`config.mk`:
```
export PLATFORM = sky130hd
export DESIGN_NAME = bot_snapshot_intc
export DESIGN_NICKNAME = d
export VERILOG_FILES = /design/src/rtl/bot_if_pkg.sv /design/src/rtl/svc_timer.sv /design/src/rtl/bot_snapshot_intc.sv
export SDC_FILE = /design/constraint.sdc
export NUM_CORES = 1
export LEC_CHECK = 0
export ABC_AREA = 1
export BUFFER_PORTS_ARGS = -buffer_cell sky130_fd_sc_hd__buf_4
export CAP_MARGIN = 20
export CELL_PAD_IN_SITES_DETAIL_PLACEMENT = 0
export CELL_PAD_IN_SITES_GLOBAL_PLACEMENT = 2
export CORE_MARGIN = 2
export CORE_UTILIZATION = 25
export CTS_CLUSTER_DIAMETER = 100
export DETAILED_ROUTE_END_ITERATION = 16
export PLACE_DENSITY_LB_ADDON = 0.1
export SYNTH_ARGS = -nofsm -noshare
export SYNTH_HDL_FRONTEND = slang
export SYNTH_SLANG_ARGS = --single-unit
```
`constraint.sdc`:
```
create_clock -name sysclk -period 5.8 [get_ports sysclk]
set_input_delay 0.58 -clock sysclk [delete_from_list [all_inputs] [get_ports sysclk]]
set_output_delay 0.58 -clock sysclk [all_outputs]
set_load 0.01 [all_outputs]
```
`src/rtl/bot_if_pkg.sv`:
```
// Shared definitions for the Rojobot snapshot/interrupt block: state encodings,
// status bit layout and the PicoBlaze port map for the snapshot registers.
package bot_if_pkg;

    typedef enum logic [1:0] {
        ST_IDLE    = 2'b00,
        ST_REQ     = 2'b01,
        ST_SERVICE = 2'b10
    } intc_state_t;

    localparam int STS_TMO_BIT   = 7;
    localparam int STS_DEF_BIT   = 6;
    localparam int STS_STATE_HI  = 1;
    localparam int STS_STATE_LO  = 0;

    localparam int SNAP_N = 6;

    // Snapshot read ports; the 0x1x block mirrors the 0x0x block.
    localparam logic [7:0] PA_LOC_X       = 8'h0A;
    localparam logic [7:0] PA_LOC_Y       = 8'h0B;
    localparam logic [7:0] PA_BOTINFO     = 8'h0C;
    localparam logic [7:0] PA_SENSORS     = 8'h0D;
    localparam logic [7:0] PA_LMDIST      = 8'h0E;
    localparam logic [7:0] PA_RMDIST      = 8'h0F;
    localparam logic [7:0] PA_ALT_LOC_X   = 8'h1A;
    localparam logic [7:0] PA_ALT_LOC_Y   = 8'h1B;
    localparam logic [7:0] PA_ALT_BOTINFO = 8'h1C;
    localparam logic [7:0] PA_ALT_SENSORS = 8'h1D;
    localparam logic [7:0] PA_ALT_LMDIST  = 8'h1E;
    localparam logic [7:0] PA_ALT_RMDIST  = 8'h1F;
    localparam logic [7:0] PA_INTDONE     = 8'h20;
    localparam logic [7:0] PA_STATUS      = 8'h21;
    localparam logic [7:0] PA_OVRCNT      = 8'h22;

    function automatic logic is_snap_port(input logic [7:0] addr);
        return (addr[7:5] == 3'b000) && (addr[3:0] >= 4'hA);
    endfunction

endpackage

```
`src/rtl/svc_timer.sv`:
```
// Service-phase watchdog: counts cycles spent in SERVICE and flags the last
// permitted cycle so the FSM can leave on the following edge.
module svc_timer #(
    parameter int TMO_W       = 16,
    parameter int SVC_TIMEOUT = 50000
) (
    input  logic clk,
    input  logic srst,
    input  logic clr,
    input  logic en,
    output logic expired
);

    logic [TMO_W-1:0] count_q;

    always_ff @(posedge clk) begin
        if (srst || clr) begin
            count_q <= '0;
        end else if (en) begin
            count_q <= count_q + 1'b1;
        end
    end

    assign expired = (count_q == TMO_W'(SVC_TIMEOUT - 1));

endmodule

```
`src/rtl/bot_snapshot_intc.sv`:
```
// Captures the Rojobot status registers on each update, freezes them while the
// PicoBlaze ISR runs, and handles the request/ack/done interrupt handshake.
module bot_snapshot_intc
    import bot_if_pkg::*;
#(
    parameter int OVR_W       = 8,
    parameter int TMO_W       = 16,
    parameter int SVC_TIMEOUT = 50000
) (
    input  logic             sysclk,
    input  logic             sysreset,
    input  logic             upd_sysregs,
    input  logic [7:0]       loc_x_in,
    input  logic [7:0]       loc_y_in,
    input  logic [7:0]       botinfo_in,
    input  logic [7:0]       sensors_in,
    input  logic [7:0]       lmdist_in,
    input  logic [7:0]       rmdist_in,
    input  logic             interrupt_ack,
    input  logic             isr_done,
    input  logic             clr_status,
    output logic [7:0]       loc_x,
    output logic [7:0]       loc_y,
    output logic [7:0]       botinfo,
    output logic [7:0]       sensors,
    output logic [7:0]       lmdist,
    output logic [7:0]       rmdist,
    output logic             interrupt_request,
    output logic [OVR_W-1:0] ovr_count,
    output logic [7:0]       status
);

    localparam logic [OVR_W-1:0] OVR_MAX = {OVR_W{1'b1}};

    intc_state_t      state_q, state_d;
    logic             upd_q;
    logic             upd_edge;
    logic             deferred_q, deferred_d;
    logic             tmo_q, tmo_d;
    logic             irq_q;
    logic [OVR_W-1:0] ovr_q, ovr_d;
    logic             capture;
    logic             ovr_inc;
    logic             tmo_set;
    logic             tmo_expired;

    logic [7:0] live [SNAP_N];
    logic [7:0] snap_q [SNAP_N];

    assign live[0] = loc_x_in;
    assign live[1] = loc_y_in;
    assign live[2] = botinfo_in;
    assign live[3] = sensors_in;
    assign live[4] = lmdist_in;
    assign live[5] = rmdist_in;

    assign upd_edge = upd_sysregs & ~upd_q;

    svc_timer #(
        .TMO_W       (TMO_W),
        .SVC_TIMEOUT (SVC_TIMEOUT)
    ) u_svc_timer (
        .clk     (sysclk),
        .srst    (sysreset),
        .clr     (state_q != ST_SERVICE),
        .en      (state_q == ST_SERVICE),
        .expired (tmo_expired)
    );

    always_comb begin
        state_d    = state_q;
        deferred_d = deferred_q;
        capture    = 1'b0;
        ovr_inc    = 1'b0;
        tmo_set    = 1'b0;
        case (state_q)
            ST_IDLE: begin
                if (upd_edge) begin
                    capture = 1'b1;
                    state_d = ST_REQ;
                end
            end
            ST_REQ: begin
                // Nothing has been read yet, so a newer update simply replaces it.
                if (upd_edge) begin
                    capture = 1'b1;
                    ovr_inc = 1'b1;
                end
                if (interrupt_ack) begin
                    state_d = ST_SERVICE;
                end
            end
            ST_SERVICE: begin
                if (upd_edge) begin
                    if (deferred_q) begin
                        ovr_inc = 1'b1;
                    end else begin
                        deferred_d = 1'b1;
                    end
                end
                if (isr_done || tmo_expired) begin
                    tmo_set = tmo_expired;
                    if (deferred_q || upd_edge) begin
                        capture    = 1'b1;
                        deferred_d = 1'b0;
                        state_d    = ST_REQ;
                    end else begin
                        state_d = ST_IDLE;
                    end
                end
            end
            default: begin
                state_d = ST_IDLE;
            end
        endcase
    end

    always_comb begin
        ovr_d = ovr_q;
        if (clr_status) begin
            ovr_d = ovr_inc ? OVR_W'(1) : '0;
        end else if (ovr_inc && (ovr_q != OVR_MAX)) begin
            ovr_d = ovr_q + 1'b1;
        end
        tmo_d = tmo_set | (tmo_q & ~clr_status);
    end

    always_ff @(posedge sysclk) begin
        if (sysreset) begin
            state_q    <= ST_IDLE;
            upd_q      <= 1'b0;
            deferred_q <= 1'b0;
            tmo_q      <= 1'b0;
            irq_q      <= 1'b0;
            ovr_q      <= '0;
        end else begin
            state_q    <= state_d;
            upd_q      <= upd_sysregs;
            deferred_q <= deferred_d;
            tmo_q      <= tmo_d;
            irq_q      <= (state_d == ST_REQ);
            ovr_q      <= ovr_d;
        end
    end

    for (genvar gi = 0; gi < SNAP_N; gi++) begin : g_snap
        always_ff @(posedge sysclk) begin
            if (sysreset) begin
                snap_q[gi] <= '0;
            end else if (capture) begin
                snap_q[gi] <= live[gi];
            end
        end
    end

    assign loc_x             = snap_q[0];
    assign loc_y             = snap_q[1];
    assign botinfo           = snap_q[2];
    assign sensors           = snap_q[3];
    assign lmdist            = snap_q[4];
    assign rmdist            = snap_q[5];
    assign interrupt_request = irq_q;
    assign ovr_count         = ovr_q;

    always_comb begin
        status                              = '0;
        status[STS_TMO_BIT]                 = tmo_q;
        status[STS_DEF_BIT]                 = deferred_q;
        status[STS_STATE_HI:STS_STATE_LO]   = state_q;
    end

endmodule

```
Word level (Yosys, flattened, before mapping) --
Memory sizes are Yosys's and may differ from the RTL's. Cells that the tools add are included.
Cells by class: $add $sub $neg 2, equal/unequal tests 6, muxes and demuxes 31, bitwise operators 11, reduce and logical (&&, ||, !) cells 7
Operators with widths (count):
- $mux 8 | 8
- $mux 1 | 17
- $add 16x1->16 const B | 1
- $eq 16x16->1 const B | 1
- $add 8x1->8 const B | 1
- $ne 8x8->1 const B | 1
- $or 1x1->1 | 7
- $mux 2 | 3
- $pmux 2 s3 | 1
- $eq 2x1->1 const B | 2
- $pmux 1 s2 | 2
- $logic_or 1x1->1 | 3
- $and 1x1->1 | 2
- $eq 2x2->1 const B | 1
- $logic_not 2->1 | 1
- $ne 2x2->1 const B | 1
- $not 1->1 | 2
- $reduce_bool 2->1 | 1
- $reduce_or 2->1 | 1
- $logic_and 1x1->1 | 1
Word-level totals: register bits 30, RAM bits 48, input bits 54, output and inout port bits 65, logic and storage cells 65, memories 1
Memories:
- snap_q | words 6, width 8, rd ports 6, clocked after Yosys merged registers in 0, wr ports 6, line bot_snapshot_intc.sv:48 | logic [7:0] snap_q [SNAP_N];

Depth between registers and ports, before layout --
depth after elaboration 10, gate-level depth with buffers 12, gate-level depth less buffers 10

By module --
From an unflattened synthesis, not the netlist that was laid out.
Second synthesis, totals: cells, all modules 423, area, all modules 3822.4 sq um
By module, submodules not included:
- bot_snapshot_intc | instances 1, cells each 286, area each 2900.3 sq um, seq. area each 1721.7 sq um
- svc_timer | instances 1, cells each 137, area each 922.1 sq um, seq. area each 320.3 sq um

Worst setup path after synthesis --
Ideal clock, no wire load.
path kind input -> register, start point in upd_sysregs, end point mem snap_q[0][0] (enable), library setup time 0.582 ns, arrival time 1.983 ns, required time 5.218 ns, slack 3.235 ns, stages on the path 7, buffers on the path 0, path through nand2_1 > inv_1 > or2_2 > nand3_2 > nand2_2 > nand2_1 > nand2_1
RTL lines:
- start, declared | line bot_snapshot_intc.sv:12 | input logic upd_sysregs,
- end, declared | line bot_snapshot_intc.sv:48

==> impl_metrics.json <==
{
  "clockBufferDepth": 2,
  "clkPwrFrac_pct": 42.1,
  "crit_family": "simple AND/OR/NAND/NOR gates",
  "routed_wl_um": 8200,
  "overflow": 0,
  "final_max_slew_viol_count": 0,
  "ios": 119,
  "cts_hold_buf": 0,
  "seq_area_um2": 2040,
  "rows": 43,
  "clockRootBuffer": "clkbuf_16",
  "area_growth_pct": 37.3,
  "finalHoldViolations": 0,
  "synth_cell_types": 33,
  "period_minus_slack_ns": 2.19,
  "syn_avg_cell_area_um2": 9.47,
  "cts-htree-levels": 3,
  "crit_start": "state_q[0]",
  "grt_pass1_vias": 2636,
  "worstPathCellList": "inv_1, ha_1, o21ai_0, nand2_2, nand2_4, nor2_1",
  "path_clk_slew_ns": 0.06,
  "cts_made_buffers": 9,
  "finalCritPeriodShare_pct": 37.8,
  "synth_cells": 376,
  "postCtsSetupBuffers": 0,
  "synth_area_um2": 3560,
  "p_per_area_nw_per_um2": 290,
  "p_leak_nw": 2.18,
  "cts_tree": "yes",
  "grt.total_usage_pct": 11.0,
  "r2r_setup_slack_ns": 3.61,
  "design_area_um2": 4890,
  "antenna_found_initial": 0,
  "drive_gt1_share_pct": 31.5,
  "slew_headroom_pct": 40.7,
  "hold_slack_ns": 0.450,
  "avgRoutedWirePerCell_um": 12.1,
  "critPathKind": "flip-flop to flip-flop",
  "ctsResizeCount": 0,
  "antenna_left": 0,
  "hp-start": "u_svc_timer.count_q[0]",
  "internal_power_mw": 1.09,
  "swShare_pct": 23.0,
  "cap_violations": 0,
  "power_frac_comb_pct": 12.4,
  "arrival_ns": 2.24,
  "chipWidth_um": 123,
  "r2r_start": "state_q[0]",
  "fin_util_pct": 35.2,
  "power.switching_mw": 0.325,
  "status": "finished clean",
  "antenna_cells": 0,
  "cp-end-kind": "flip-flop",
  "dp_hpwl_um": 6050,
  "core_area_um2": 13900,
  "clock-sinks": 78,
  "n_fill_cell": 1492,
  "clk_latency_ns": 0.33,
  "yosys_warnings": 0,
  "worst_pin_slew_ns": 0.890,
  "dr.pass1.iters": 4,
  "cp_data_required_time_ns": 5.85,
  "slowest_stage": "nand2_4",
  "fin_worst_skew_ns": 0.00561,
  "critPathMaxFanout": 48,
  "setup_tns_ns": 0,
  "fp.dieH_um": 123,
  "worst-path-buf-inv": 1,
  "max_freq_ghz": 0.457,
  "grt_pass1_wl_um": 12700,
  "drt_iter0_drc": 145,
  "place_area_um2": 4570,
  "hold_class": "flip-flop to flip-flop",
  "nNetsFinal": 554,
  "grt_max_degree": 49,
  "multi_input_area_um2": 1120,
  "setup_viol": 0,
  "slowest_delay_ns": 0.65,
  "grt_setup_unrepaired": "no",
  "rr_endpoint": "snap_q[0][4]",
  "worstRegToRegCells": 6,
  "start_util_pct": 25.6,
  "die-area_um2": 15200,
  "drt_drc_violations_left": 0,
  "power_frac_seq_pct": 45.5,
  "io_buffers": 114,
  "yosysSeqAreaShare_pct": 57.4,
  "via_per_inst": 3.96,
  "gp_congestion": 0.740,
  "ir_worst_vdd_mv": 0.135,
  "synth-seq-cells": 78,
  "startpoint_type": "flip-flop",
  "hold_end": "u_svc_timer.count_q[0]",
  "p_total_mw": 1.42,
  "min_delay_path_depth": 1,
  "vias": 2688
}
## flip-flops by register name (all words and copies together) (netlist names)
register	count
upd_q	1
state_q	2
ovr_count	8
tmo_q	1
deferred_q	1
u_svc_timer.count_q	16
interrupt_request	1
snap_q	48
## synth_stat cells
library cell,number,area [um^2]
a211oi_1,1,7.51
a21boi_0,1,7.51
a21oi_1,19,95.1
a22oi_1,1,7.51
a31oi_1,2,12.5
and2_1,1,6.26
buf_12,2,40.0
buf_2,2,10.0
buf_4,6,45.0
buf_6,1,11.3
clkinv_1,1,3.75
conb_1,1,3.75
dfxtp_1,30,601
edfxtp_1,48,1440
ha_1,6,75.1
inv_1,81,304
inv_2,1,3.75
nand2_1,46,173
nand2_2,2,12.5
nand3_1,12,60.1
nand3_2,1,10.0
nand4_1,2,12.5
nor2_1,63,236
nor2_2,1,6.26
nor2_4,21,236
nor3_1,9,45.0
o21a_1,1,7.51
o21ai_0,8,40.0
o21ai_1,1,5.00
o31ai_1,1,7.51
or2_2,1,6.26
xnor2_1,2,17.5
xor2_1,1,8.76
## area by class of cell
cell class	count	share of cell area (%)
Sequential cell	78	41.8
Inverter	83	6.37
Clock buffer	10	4.68
Clock inverter	6	1.77
Timing Repair Buffer	115	17.9
Multi-Input combinational cell	207	22.9
Tap cell	180	4.61
## through the flow
stage / std cells / setup slack (ns)
finish: 679 / 3.61
CTS: 679 / 3.54
detailed placement: 663 / 3.34
global route: 679 / 3.39
floorplan: 379 / 3.23
global placement: 662 / 3.18
## layer usage
| metal | up-vias | track usage, % | part of all wire, % | wire [um] |
|---|---|---|---|---|
| li1 | 1397 | - | - | - |
| met2 | 81 | 17.2 | 45 | 3670 |
| met5 | - | 0 | 0 | 0 |
| met1 | 1199 | 14.2 | 47 | 3810 |
| met3 | 11 | 2.72 | 6.8 | 554 |
| met4 | 0 | 5.54 | 1.9 | 159 |
## cell families after synthesis
| logic type | synth area share, % |
|---|---|
| and+or+nand+nor | 22.6 |
| adders and majority gates | 2.11 |
| DFF | 57.4 |
| other | 0.105 |
| xor gates and xnor gates | 0.738 |
| buffers and inverters | 11.7 |
| AOI/OAI and AO/OA | 5.34 |
## layout by cell type (no fill, tap or decap)
master and count:
a211oi_1 1, a21boi_0 1, a21oi_1 19, a22oi_1 1, a31oi_1 2, and2_1 1
buf_12 1, buf_4 114, bufinv_16 2, clkbuf_1 1, clkbuf_16 9, clkinv_1 2
clkinv_2 1, clkinv_4 2, conb_1 4, dfxtp_1 30, edfxtp_1 48, ha_1 6
inv_1 81, inv_2 1, nand2_1 45, nand2_2 2, nand2_4 1, nand3_1 12
nand3_2 1, nand4_1 2, nor2_1 63, nor2_2 1, nor2_4 21, nor3_1 9
o21a_1 1, o21ai_0 8, o21ai_1 1, o31ai_1 1, or2_2 1, xnor2_1 2
xor2_1 1
## power by group through the flow
stage / registers (mW) / logic, mW / clock network (mW)
finish: 0.645 / 0.175 / 0.597
global route: 0.649 / 0.195 / 0.638
CTS: 0.646 / 0.179 / 0.619
detailed placement: 0.658 / 0.179 / 0
global placement: 0.658 / 0.177 / 0
floorplan: 0.675 / 0.0662 / 0
## how the worst max path moves through the flow
stage,end,cells after the start
2_1_floorplan,snap_q[0][0],7
3_3_place_gp,snap_q[4][4],8
3_5_place_dp,snap_q[0][4],8
4_1_cts,snap_q[0][4],6
5_1_grt,snap_q[0][4],9
6_report,snap_q[0][4],6
(Power assumes the default switching activity.)
